<file path="src/rtl/pipe_pkg.sv">
// Shared definitions for the pipeline skid stage: occupancy states and NOP defaults.
// Imported by every stage boundary that instantiates pipe_skid_stage.
package pipe_pkg;

    typedef enum logic [1:0] {
        ST_EMPTY = 2'd0,
        ST_ONE   = 2'd1,
        ST_TWO   = 2'd2
    } pipe_state_e;

    localparam int unsigned PIPE_DATA_W_DEF = 32;
    localparam int unsigned PIPE_CNT_W_DEF  = 16;
    localparam int unsigned PIPE_DATA_W_MAX = 512;

    // Widest NOP payload; narrower stages take the low DATA_W bits.
    localparam logic [PIPE_DATA_W_MAX-1:0] PIPE_NOP_DEF = '0;

endpackage

</file>
<file path="src/rtl/pipe_data_slot.sv">
// One payload register with load enable and synchronous clear-to-NOP.
// Clear has priority over load so reset and flush always win.
module pipe_data_slot
    import pipe_pkg::*;
#(
    parameter int unsigned          DATA_W    = PIPE_DATA_W_DEF,
    parameter logic [DATA_W-1:0]    NOP_VALUE = DATA_W'(PIPE_NOP_DEF)
) (
    input  logic              clk,
    input  logic              clr_i,
    input  logic              ld_i,
    input  logic [DATA_W-1:0] d_i,
    output logic [DATA_W-1:0] q_o
);

    logic [DATA_W-1:0] data_q;

    always_ff @(posedge clk) begin
        if (clr_i) begin
            data_q <= NOP_VALUE;
        end else if (ld_i) begin
            data_q <= d_i;
        end
    end

    assign q_o = data_q;

endmodule

</file>
<file path="src/rtl/pipe_skid_stage.sv">
// Two-entry skid buffer between pipeline stages: registered in_ready, one cycle of
// latency, full throughput, flush to NOP and a saturating back-pressure counter.
module pipe_skid_stage
    import pipe_pkg::*;
#(
    parameter int unsigned          DATA_W    = PIPE_DATA_W_DEF,
    parameter logic [DATA_W-1:0]    NOP_VALUE = DATA_W'(PIPE_NOP_DEF),
    parameter int unsigned          CNT_W     = PIPE_CNT_W_DEF
) (
    input  logic              clk,
    input  logic              rst,
    input  logic              in_valid,
    input  logic [DATA_W-1:0] in_data,
    output logic              in_ready,
    output logic              out_valid,
    output logic [DATA_W-1:0] out_data,
    input  logic              out_ready,
    input  logic              flush,
    output logic [1:0]        occupancy,
    output logic [CNT_W-1:0]  stall_cnt
);

    function automatic logic [CNT_W-1:0] sat_inc(input logic [CNT_W-1:0] v);
        return (&v) ? v : v + 1'b1;
    endfunction

    pipe_state_e       state_q, state_d;
    logic [CNT_W-1:0]  stall_q, stall_d;
    logic              in_fire, out_fire;
    logic              main_ld, main_from_skid, skid_ld, slot_clr;
    logic [DATA_W-1:0] main_d, main_q, skid_q;

    // Handshake outputs depend only on registered state, never on out_ready.
    assign in_ready  = (state_q != ST_TWO);
    assign out_valid = (state_q != ST_EMPTY);
    assign out_data  = out_valid ? main_q : NOP_VALUE;
    assign in_fire   = in_valid & in_ready;
    assign out_fire  = out_valid & out_ready;
    assign stall_cnt = stall_q;

    always_comb begin
        occupancy = 2'd0;
        case (state_q)
            ST_ONE:  occupancy = 2'd1;
            ST_TWO:  occupancy = 2'd2;
            default: occupancy = 2'd0;
        endcase
    end

    always_comb begin
        state_d        = state_q;
        main_ld        = 1'b0;
        main_from_skid = 1'b0;
        skid_ld        = 1'b0;
        case (state_q)
            ST_EMPTY: begin
                if (in_fire) begin
                    state_d = ST_ONE;
                    main_ld = 1'b1;
                end
            end
            ST_ONE: begin
                if (in_fire && out_fire) begin
                    main_ld = 1'b1;
                end else if (in_fire) begin
                    state_d = ST_TWO;
                    skid_ld = 1'b1;
                end else if (out_fire) begin
                    state_d = ST_EMPTY;
                end
            end
            ST_TWO: begin
                if (out_fire) begin
                    state_d        = ST_ONE;
                    main_ld        = 1'b1;
                    main_from_skid = 1'b1;
                end
            end
            default: state_d = ST_EMPTY;
        endcase
        // Flush discards any handshake that coincides with it.
        if (flush) begin
            state_d = ST_EMPTY;
            main_ld = 1'b0;
            skid_ld = 1'b0;
        end
    end

    always_comb begin
        stall_d = stall_q;
        if (out_valid && !out_ready) begin
            stall_d = sat_inc(stall_q);
        end
    end

    always_ff @(posedge clk) begin
        if (rst) begin
            state_q <= ST_EMPTY;
            stall_q <= '0;
        end else begin
            state_q <= state_d;
            stall_q <= stall_d;
        end
    end

    assign slot_clr = rst | flush;
    assign main_d   = main_from_skid ? skid_q : in_data;

    pipe_data_slot #(
        .DATA_W    (DATA_W),
        .NOP_VALUE (NOP_VALUE)
    ) u_main (
        .clk   (clk),
        .clr_i (slot_clr),
        .ld_i  (main_ld),
        .d_i   (main_d),
        .q_o   (main_q)
    );

    pipe_data_slot #(
        .DATA_W    (DATA_W),
        .NOP_VALUE (NOP_VALUE)
    ) u_skid (
        .clk   (clk),
        .clr_i (slot_clr),
        .ld_i  (skid_ld),
        .d_i   (in_data),
        .q_o   (skid_q)
    );

endmodule

</file>
<file path="config.mk">
export PLATFORM = sky130hd
export DESIGN_NAME = pipe_skid_stage
export DESIGN_NICKNAME = d
export VERILOG_FILES = /design/src/rtl/pipe_pkg.sv /design/src/rtl/pipe_data_slot.sv /design/src/rtl/pipe_skid_stage.sv
export SDC_FILE = /design/constraint.sdc
export NUM_CORES = 1
export LEC_CHECK = 0
export CAP_MARGIN = 0
export CORE_MARGIN = 5
export CORE_UTILIZATION = 40
export DETAILED_ROUTE_END_ITERATION = 6
export PLACE_DENSITY = 0.77
export SYNTH_ARGS = -nofsm -noshare
export SYNTH_HDL_FRONTEND = slang
export SYNTH_HIERARCHICAL = 1
export SYNTH_SLANG_ARGS = --single-unit
</file>
<file path="constraint.sdc">
create_clock -name clk -period 2.6 [get_ports clk]
set_input_delay 0.26 -clock clk [delete_from_list [all_inputs] [get_ports clk]]
set_output_delay 0.26 -clock clk [all_outputs]
set_load 0.02 [all_outputs]
</file>
# Word level (Yosys, flattened, before mapping)
# Cells that the tools add are included.
# word_totals
latchBits	0
mem_count	0
output_inout_bits	52
ram_bits	0
register_bits	82
inputBits	37
romBits	0
# op_classes
mul	0
div	0
mux	18
n_bitwise	4
addsub	1
eq_ne	7
n_reduce_logical	9
shift	0
n_lt_le_gt_ge	0
# ops
op	n
$mux 32	2
$add 16x1->16 const B	1
$reduce_and 16->1	1
$mux 2	5
$mux 1	8
$ne 2x2->1 const B	4
$pmux 2 s3	1
$pmux 2 s2	1
$reduce_and 4->1	1
$ne 3x3->1 const B	1
$pmux 1 s3	1
$and 1x1->1	2
$eq 2x1->1 const B	1
$eq 2x2->1 const B	1
$logic_and 1x1->1	2
$logic_not 2->1	1
$reduce_and 2->1	1
$reduce_bool 2->1	1
$reduce_or 2->1	1
$logic_not 1->1	1
$not 1->1	1
$or 1x1->1	1

# Longest topological paths before layout
# depth
word_depth	6
mapped_depth	7
depth_no_buf	6

# By module
# The synthesis kept the hierarchy.
# by_module_without_submodules
mod	cells_per_inst	area_each_um2	n_inst
pipe_data_slot	103	1163.6	2
pipe_skid_stage	199	1629.1	1

# Least setup slack after synthesis
# OpenSTA, ideal clock, no wires.
# synth_path
kind	register to register
start	reg state_q[1]
end	reg u_main.data_q[12] (netlist: u_main/q_o[12])
period_less_slack_ns	1.921
t_required_ns	2.472
path_stages_with_launch	8
setup_slack_ns	0.679
t_arrival_ns	1.794
path_cell_list	dfxtp_1 > inv_1 > nor2_1 > nand2_1 > buf_1 > mux2_1 > mux2i_1 > nor2_1
# synth_via
elab_cells_between_ends	15
# synth_rtl
item	line_no	rtl
start, declared	pipe_skid_stage.sv:27	pipe_state_e state_q, state_d;
start signal, assigned	pipe_skid_stage.sv:101	state_q <= state_d;
$reduce_bool 2->1	pipe_skid_stage.sv:35	assign out_valid = (state_q != ST_EMPTY);
$and 1x1->1	pipe_skid_stage.sv:38	assign out_fire = out_valid & out_ready;
$mux 1	pipe_skid_stage.sv:73	if (out_fire) begin
$mux 1 *	pipe_skid_stage.sv:55	case (state_q)
$mux 32 *	pipe_skid_stage.sv:107	assign main_d = main_from_skid ? skid_q : in_data;
named net main_d[12]	pipe_skid_stage.sv:31	logic [DATA_W-1:0] main_d, main_q, skid_q;
end signal, assigned	pipe_data_slot.sv:22	data_q <= d_i;
end, declared	pipe_data_slot.sv:16	logic [DATA_W-1:0] data_q;
# The timed path passes the listed nets; every way through them passes the cells marked *.
# A chain may end at the register's enable or synchronous reset.

# Final worst setup path
# layout_path
start	reg state_q[0]
end	out out_data[19]
# layout_via
elab_chain_cells	2
# layout_lines
item	line_no	rtl
$reduce_bool 2->1	pipe_skid_stage.sv:35	
$mux 32	pipe_skid_stage.sv:36	assign out_data = out_valid ? main_q : NOP_VALUE;
end, declared	pipe_skid_stage.sv:16	output logic [DATA_W-1:0] out_data,
# Every way passes these cells.

==> impl_metrics.yaml <==
outcome:
  status: "completed"
cts:
  postCtsHoldBufs: 0
  clock_latency_ns: 0.34
  cts_tree: "yes"
  cts_resized: 1
  cts-buffers-inserted: 9
  h-tree-depth: 3
  post_cts_buffers: 0
  clkTransAtPathRegs_ns: 0.07
  clkSinkCount: 82
  cts_root_buf: "clkbuf_8"
  clockBufferDepth: 2
die:
  dieArea_mm2: 0.0120
  core-area_mm2: 0.00973
  start_util_pct: 40.7
  rows: 36
  die_h_um: 109
  io_pins: 89
  die_w_um: 109
worst_hold_path:
  min_to: "u_main/q_o[12]"
  hold_start: "u_main/q_o[12]"
  min_path_cells: 2
  hp-class: "reg2reg"
grt:
  grt_overflow: 0
  use_met1_pct: 19.5
  grtUsageMet3_pct: 3.35
  grt_usage_pct: 15.0
  met2_usage_pct: 24.1
  busiest_layer: "met2"
  grt_pass1_vias: 3077
  grt_max_degree: 29
  antenna_found_initial: 0
  grt_pass1_wl_mm: 14.5
synthesis:
  ys_ff_latch: 82
  synth_compound_area_share_pct: 4.78
  synth-simple-area-share_pct: 20.1
  avgSynthCellArea_um2: 9.77
  yosys-top-cells-count: "dfxtp_1, nor2_1, mux2i_1"
  synthTopCellsByArea: "dfxtp_1, mux2i_1, mux2_2, nor2_1, nor2b_1"
  ys_async_sr_fraction_pct: 0
  yosysTopAreaCell: "dfxtp_1"
  yosys_warnings: 6
  muxShareOfSynthArea_pct: 27.5
  syn_inst: 405
  synth_top_area_share_pct: 41.5
  synth_edf_count: 0
  syn_nets: 443
  synth_xor_area_share_pct: 0
  netlist_area_mm2: 0.00396
  synth_adder_area_share_pct: 0.316
  synth_seq_area_share_pct: 41.5
  synth_most_common_cell: "dfxtp_1"
  synth-main-ff-cell: "dfxtp_1"
  synth_top_family_by_area: "multiplexers"
  synth_cell_types: 41
pwr:
  seq_power_share_pct: 52.5
  pwr-share-clk_pct: 37.5
  ir_drop_mv: 0.270
  internal_power_mw: 1.88
  switching_share_pct: 23.2
  combPwrFrac_pct: 10.0
  p_leak_nw: 1.76
  power_density_mw_per_mm2: 478
  p_switching_mw: 0.566
routing:
  drc_errors: 0
  route.detailed.wl_per_inst_um: 13.9
  drtIter0Drc: 97
  drt-pass1-iter-count: 4
  antenna_left: 0
  wirelength_mm: 8.78
  vias: 3040
  vias_per_cell: 4.83
critical_path:
  r2r-start: "state_q[0]"
  worstSetupPathType: "reg2out"
  rr_endpoint: "stall_cnt[12]"
  cp_max_fo: 18
  worst_ep_arrival_time_ns: 2.05
  rrSetupSlack_ns: 0.60
  worst-r2r-cell-count: 4
  end_kind: "output port"
  startpoint_type: "register"
  cp.required_ns: 2.34
cells_and_area:
  nNetsFinal: 530
  final_util_pct: 52.5
  area_growth_pct: 29.1
  num_antenna_cells: 0
  drive_gt1_share_pct: 12.9
  final_cells: 630
timing:
  slew_headroom_pct: 65.2
  setup_viol: 0
  fmax_mhz: 432
  hold_viol_final: 0
  tns_ns: 0
  slew_violations: 0
  final.period_utilization_pct: 89.0
  tightestPinTransition_ns: 0.520
  finalCriticalPeriod_ns: 2.31
  grt_setup_unrepaired: "no"
  skew_ns: 0.00951
job:
  drv_cap: 0
place:
  dpl.hpwl_mm: 6.07
  io_buffers: 88
  placed_cells: 614
  place_congestion: 0.834
[cell usage in the layout (no fill, tap or decap), drive strengths merged, types with 2 or more instances in the layout]
cell           count
mux2              39
a211oi             5
dfxtp             82
a21boi             2
buf               12
or4                5
o21ai              2
inv                6
clkinv             2
nor3               5
a21oi             11
or2                2
nand3              5
nor2b             37
nand2              9
nand2b             4
and4               2
o31ai              3
nand4              6
and3               2
and2b              4
nor2              75
mux2i             65
clkbuf            12
clkdlybuf4s50     88
[how the worst max path moves through the flow]
stage	startpoint	to	cells past startpoint	slack, ns
floorplan	state_q[1]	u_main/q_o[12]	7	0.68
global placement	state_q[0]	out_data[11]	4	0.36
detailed placement	state_q[0]	out_data[19]	4	0.35
CTS	state_q[0]	out_data[19]	4	0.25
global route	state_q[0]	out_data[19]	4	0.16
finish	state_q[0]	out_data[19]	4	0.29
[cell type report]
type / instances / area (um2)
inverter: 6 / 22.5
sequential: 82 / 1640
clock inverter: 4 / 51.3
fill: 916 / 4620
multi-input combinational: 293 / 2110
tap: 133 / 166
clock buffer: 12 / 145
timing repair buffer: 100 / 971
[layer usage]
layer	vias up	part of all wire, %
met5	-	0
met4	0	1.2
met3	9	4.7
met2	61	45
met1	1405	49
li1	1565	-
[worst max-delay path, cell delays in order (launching register included)]
cell             delay, ns
dfxtp_1               0.39
nor2_4                0.46
buf_4                 0.26
nor2b_1               0.06
clkdlybuf4s50_1       0.54
[flip-flops by register name, summed over array words and instances (netlist names)]
register,flops
stall_cnt,16
u_main/q_o,32
u_skid/q_o,32
state_q,2
[power by group through the flow]
stage / Combinational (mW) / Clock (mW) / Sequential (mW)
after floorplan: 0.154 / 0 / 1.31
after global placement: 0.241 / 0 / 1.31
after detailed placement: 0.246 / 0 / 1.31
after CTS: 0.247 / 0.947 / 1.28
after global routing: 0.267 / 1.00 / 1.28
final: 0.245 / 0.915 / 1.28
[metrics by stage]
stage	power (mW)	setup slack [ns]	hold WS, ns	instance area (um2)
6_report	2.44	0.287	0.486	5110
3_3_place_gp	1.55	0.360	0.464	4910
5_1_grt	2.55	0.158	0.509	5110
2_1_floorplan	1.46	0.679	0.339	3960
3_5_place_dp	1.56	0.345	0.470	4910
4_1_cts	2.48	0.252	0.491	5110
[logic make-up (layout without fill, tap and decap cells)]
group	count (synthesis)	count (layout)
muxes	104	104
adders and majority gates	1	1
DFF	82	82
and+or+nand+nor	159	159
AOI/OAI and AO/OA	29	29
buffers and inverters	30	122
Power figures use the tool's default switching activity.
==> variant 1: new RTL, same flow settings <==
Reset style: asynchronous (`rst`), changed in one clocked block.
--- a/src/rtl/pipe_skid_stage.sv
+++ b/src/rtl/pipe_skid_stage.sv
@@ -93,7 +93,7 @@
         end
     end
 
-    always_ff @(posedge clk) begin
+    always_ff @(posedge clk or posedge rst) begin
         if (rst) begin
             state_q <= ST_EMPTY;
             stall_q <= '0;
Function: differs if rst is asserted again (counterexample within 4 cycles, from zero or initial values and one cycle with rst high); with rst held inactive, the same outputs for 10 cycles.
==> variant 1 against the original RTL <==
  * Design area shrank 2.6%
  * Total power grew 9.6%
  * Synthesized area shrank 2.1%
  * Count of clock-buffer cells in the layout shrank 3
  * Highest routed layer unchanged
  * Sequential share of layout area grew 2.7 points
  * First-iteration DRC count shrank 21%
  * Wire length shrank 4.4%
  * Via count shrank 7.3%
  * Sequential cell count is the same
  * Combinational power grew 88%
  * Largest cell class unchanged
  * Setup slack gained 0.11 ns
  * Critical path depth is the same
  * Maximum frequency grew 5.1%
  * Non-clock buffer count shrank 3
==> variant 1: results (changes against the original RTL) <==
.. list-table::
   :header-rows: 1

   * - Metric
     - Value
   * - Status
     - completed
   * - WP data arrival
     - 1.94 ns (-0.11 ns)
   * - Leakage power
     - 1.81 nW (+2.8%)
   * - X dimension of the die
     - 108 um (-0.94%)
   * - GPL Wtd Cong
     - 0.752 (-9.8%)
   * - Worst Setup Slack post-DPL
     - 0.379 ns (+0.0334 ns)
   * - Post-synthesis instance total
     - 367 (-9.4%)
   * - GR met1 Demand/Resource
     - 18.9% (-0.57 points)
   * - Met2 usage in global routing
     - 25.6% (+1.5 points)
   * - Clock transition at the registers of the reported paths
     - 0.09 ns (+0.02 ns)
   * - Vias in the first global route
     - 2962 (-3.7%)
   * - Total routing usage reported by global routing
     - 15.0% (about the same)
   * - Count of multi-input gates
     - 258 (-12%)
   * - Share of total power in sequential cells
     - 51.9% (-0.6 points)
   * - Bufs w/o clock
     - 97 (-3.0%)
   * - First-pass GRT wire length
     - 14100 um (-2.7%)
   * - Largest net degree at the start of global routing
     - 65 (+120%)
   * - Capture point of the worst reg-to-reg path
     - u_main/q_o[8]
   * - Final-layout clock-cell area share
     - 3.52% (-0.32 points)
   * - Slack of the worst reg-to-reg path
     - 0.66 ns (+0.06 ns)
   * - Async SR Flop Fraction
     - 22.0% (+22 points)
   * - Fraction of final layout cells sized beyond drive strength 1
     - 15.1% (+2.2 points)
   * - Clock share of power
     - 30.9% (-6.6 points)
   * - Sequential cell area fraction in the yosys report
     - 44.7% (+3.2 points)
   * - Total placed instance area
     - 0.00480 mm^2 (-2.2%)
   * - Launching point of the worst reg2reg path
     - state_q[0]
   * - Final design utilization
     - 51.8% (-0.66 points)
   * - Smallest hold slack
     - 0.341 ns (-0.145 ns)
   * - Leading post-synthesis cells by cell area
     - sky130_fd_sc_hd__dfxtp_1, sky130_fd_sc_hd__mux2i_1, sky130_fd_sc_hd__dfrtp_1
   * - M1 WL
     - 3830 um (-11%)
   * - Cells on worst reg2reg path
     - 8 (+4)
   * - Final-layout fill cell count
     - 878 (-4.1%)
   * - Commonest cells in the netlist
     - sky130_fd_sc_hd__nor2_1, sky130_fd_sc_hd__dfxtp_1, sky130_fd_sc_hd__mux2i_1
   * - Maximum single-stage delay on the critical path
     - 0.64 ns (+0.10 ns)
==> variant 1: worst max path at each step <==
stage                     startpoint             to  slack, ns  depth (start not counted)
final                     state_q[1]   out_data[12]       0.40                          4
after global routing      state_q[1]   out_data[28]       0.30                          4
after CTS                 state_q[1]   out_data[12]       0.35                          4
after detailed placement   out_ready  stall_cnt[15]       0.38                          5
after global placement     out_ready  stall_cnt[13]       0.47                          5
after floorplan           state_q[0]  u_main/q_o[0]       0.56                         10
==> variant 1: kinds of logic after synthesis <==
| kind of cell | count (synthesis) | share of synthesized area, % |
|---|---|---|
| and+or+nand+nor | 137 | 17.8 |
| muxes | 97 | 26.1 |
| adders and majority gates | 1 | 0.323 |
| AOI/OAI and AO/OA | 9 | 2.00 |
| DFF | 82 | 44.7 |
| buffers and inverters | 27 | 5.88 |
| xor gates and xnor gates | 14 | 3.16 |
==> variant 1: critical path: cells and delay by family, from the launching register on <==
kind | cells | cell delay [ns]
buffers and inverters | 2 | 0.85
DFF | 1 | 0.51
and+or+nand+nor | 2 | 0.25
==> variant 2: new RTL, same settings <==
Without the edit above. Set the package constant `PIPE_NOP_DEF` to 1 (it was '0).
--- a/src/rtl/pipe_pkg.sv
+++ b/src/rtl/pipe_pkg.sv
@@ -13,7 +13,7 @@
     localparam int unsigned PIPE_DATA_W_MAX = 512;
 
     // Widest NOP payload; narrower stages take the low DATA_W bits.
-    localparam logic [PIPE_DATA_W_MAX-1:0] PIPE_NOP_DEF = '0;
+    localparam logic [PIPE_DATA_W_MAX-1:0] PIPE_NOP_DEF = 1;
 
 endpackage
 
Formal check against the unedited RTL: not equivalent (Yosys sat finds a counterexample within 4 cycles, from zero or initial values and one cycle with rst high).
==> variant 2 against the original RTL <==
  * Total power grew 2.4%
  * Setup slack worse by 0.10 ns
  * Sequential power about the same
  * Critical path depth did not move
  * Sequential cell count is the same
  * Synthesized area is 0.13% higher
  * Design area rose by 0.86%
  * Wire length increased by 1.5%
  * Largest cell class unchanged
  * Largest power group unchanged
  * Highest routed layer unchanged
==> variant 2: results (changes against the original RTL) <==
.. list-table::
   :header-rows: 1

   * - Metric
     - Value
   * - Fin Clk Skew
     - 0.00884 ns (-0.000675 ns)
   * - Commonest cells in the netlist
     - sky130_fd_sc_hd__dfxtp_1, sky130_fd_sc_hd__nor2_1, sky130_fd_sc_hd__mux2i_1
   * - Switching share of total power
     - 23.7% (+0.49 points)
   * - Vias in the first global route
     - 3201 (+4.0%)
   * - Worst voltage drop across the vdd grid
     - 0.265 mV (-2.1%)
   * - Distinct cells, synth
     - 42 (+2.4%)
   * - WP data arrival
     - 2.16 ns (+0.11 ns)
   * - Clock transition at the registers of the reported paths
     - 0.09 ns (+0.02 ns)
   * - Hold Path Origin
     - u_main/q_o[7]
   * - Total routing usage reported by global routing
     - 15.3% (+0.37 points)
   * - Fraction of final layout cells sized beyond drive strength 1
     - 13.5% (+0.60 points)
   * - GPL Wtd Cong
     - 0.772 (-7.4%)
   * - Leakage power
     - 1.78 nW (+1.2%)
   * - Status
     - completed
   * - End point of the critical path
     - out_data[0]
   * - Int Pwr
     - 0.00191 W (+1.8%)
   * - Origin of the worst setup path
     - state_q[1]
   * - Detailed-route wire length per cell
     - 14.1 um (+1.5%)
   * - Worst Setup Slack post-DPL
     - 0.241 ns (-0.104 ns)
   * - Capture point of the worst reg-to-reg path
     - u_main/q_o[3]
   * - Worst Hold Depth
     - 2 (unchanged)
   * - Worst slew margin relative to its limit
     - 50.9% (-14 points)
   * - Largest net degree at the start of global routing
     - 39 (+34%)
   * - Leading post-synthesis cells by cell area
     - sky130_fd_sc_hd__dfxtp_1, sky130_fd_sc_hd__mux2i_1, sky130_fd_sc_hd__mux2_2
   * - Maximum single-stage delay on the critical path
     - 0.59 ns (+0.05 ns)
   * - Cells on worst reg2reg path
     - 7 (+3)
   * - Share of total power in sequential cells
     - 51.2% (-1.3 points)
   * - HPWL Detailed
     - 6280 um (+3.5%)
   * - Min setup slack post-route
     - 0.183 ns (-0.104 ns)
   * - Adder and majority gate portion of the synthesized area
     - 0.316% (-0.00040 points)
   * - Via total after detailed routing
     - 3093 (+1.7%)
   * - Mux share of post-synthesis cell area
     - 27.0% (-0.54 points)
   * - Sequential cell area fraction in the yosys report
     - 41.4% (-0.052 points)
   * - Capture endpoint of the worst hold path
     - u_main/q_o[7]
   * - First DRT Iteration DRCs
     - 90 (-7.2%)
   * - Slack of the worst reg-to-reg path
     - 0.42 ns (-0.18 ns)
   * - Post-synthesis compound-gate area fraction
     - 5.21% (+0.44 points)
## variant 2: cell count changes after synthesis
cell,before,now
sky130_fd_sc_hd__buf_2,1,3
sky130_fd_sc_hd__nor2_1,74,72
sky130_fd_sc_hd__a211o_1,0,2
sky130_fd_sc_hd__clkbuf_1,12,10
sky130_fd_sc_hd__or2_2,1,2
sky130_fd_sc_hd__nor2b_1,37,38
sky130_fd_sc_hd__mux2i_1,65,63
## variant 2: layer usage
| layer | global-route usage (%) | vias up | wire length (um) |
|---|---|---|---|
| met3 | 3.29 | 10 | 405 |
| met5 | 0 | - | 0 |
| met2 | 26.0 | 58 | 4240 |
| li1 | - | 1567 | - |
| met4 | 5.70 | 0 | 112 |
| met1 | 19.1 | 1458 | 4150 |
## variant 2: layout make-up
class | count | area, um^2
inverter | 6 | 22.5
timing repair buffer | 100 | 996
sequential | 82 | 1640
tap | 133 | 166
clock inverter | 5 | 61.3
fill | 932 | 4580
clock buffer | 11 | 151
multi-input combinational | 293 | 2110
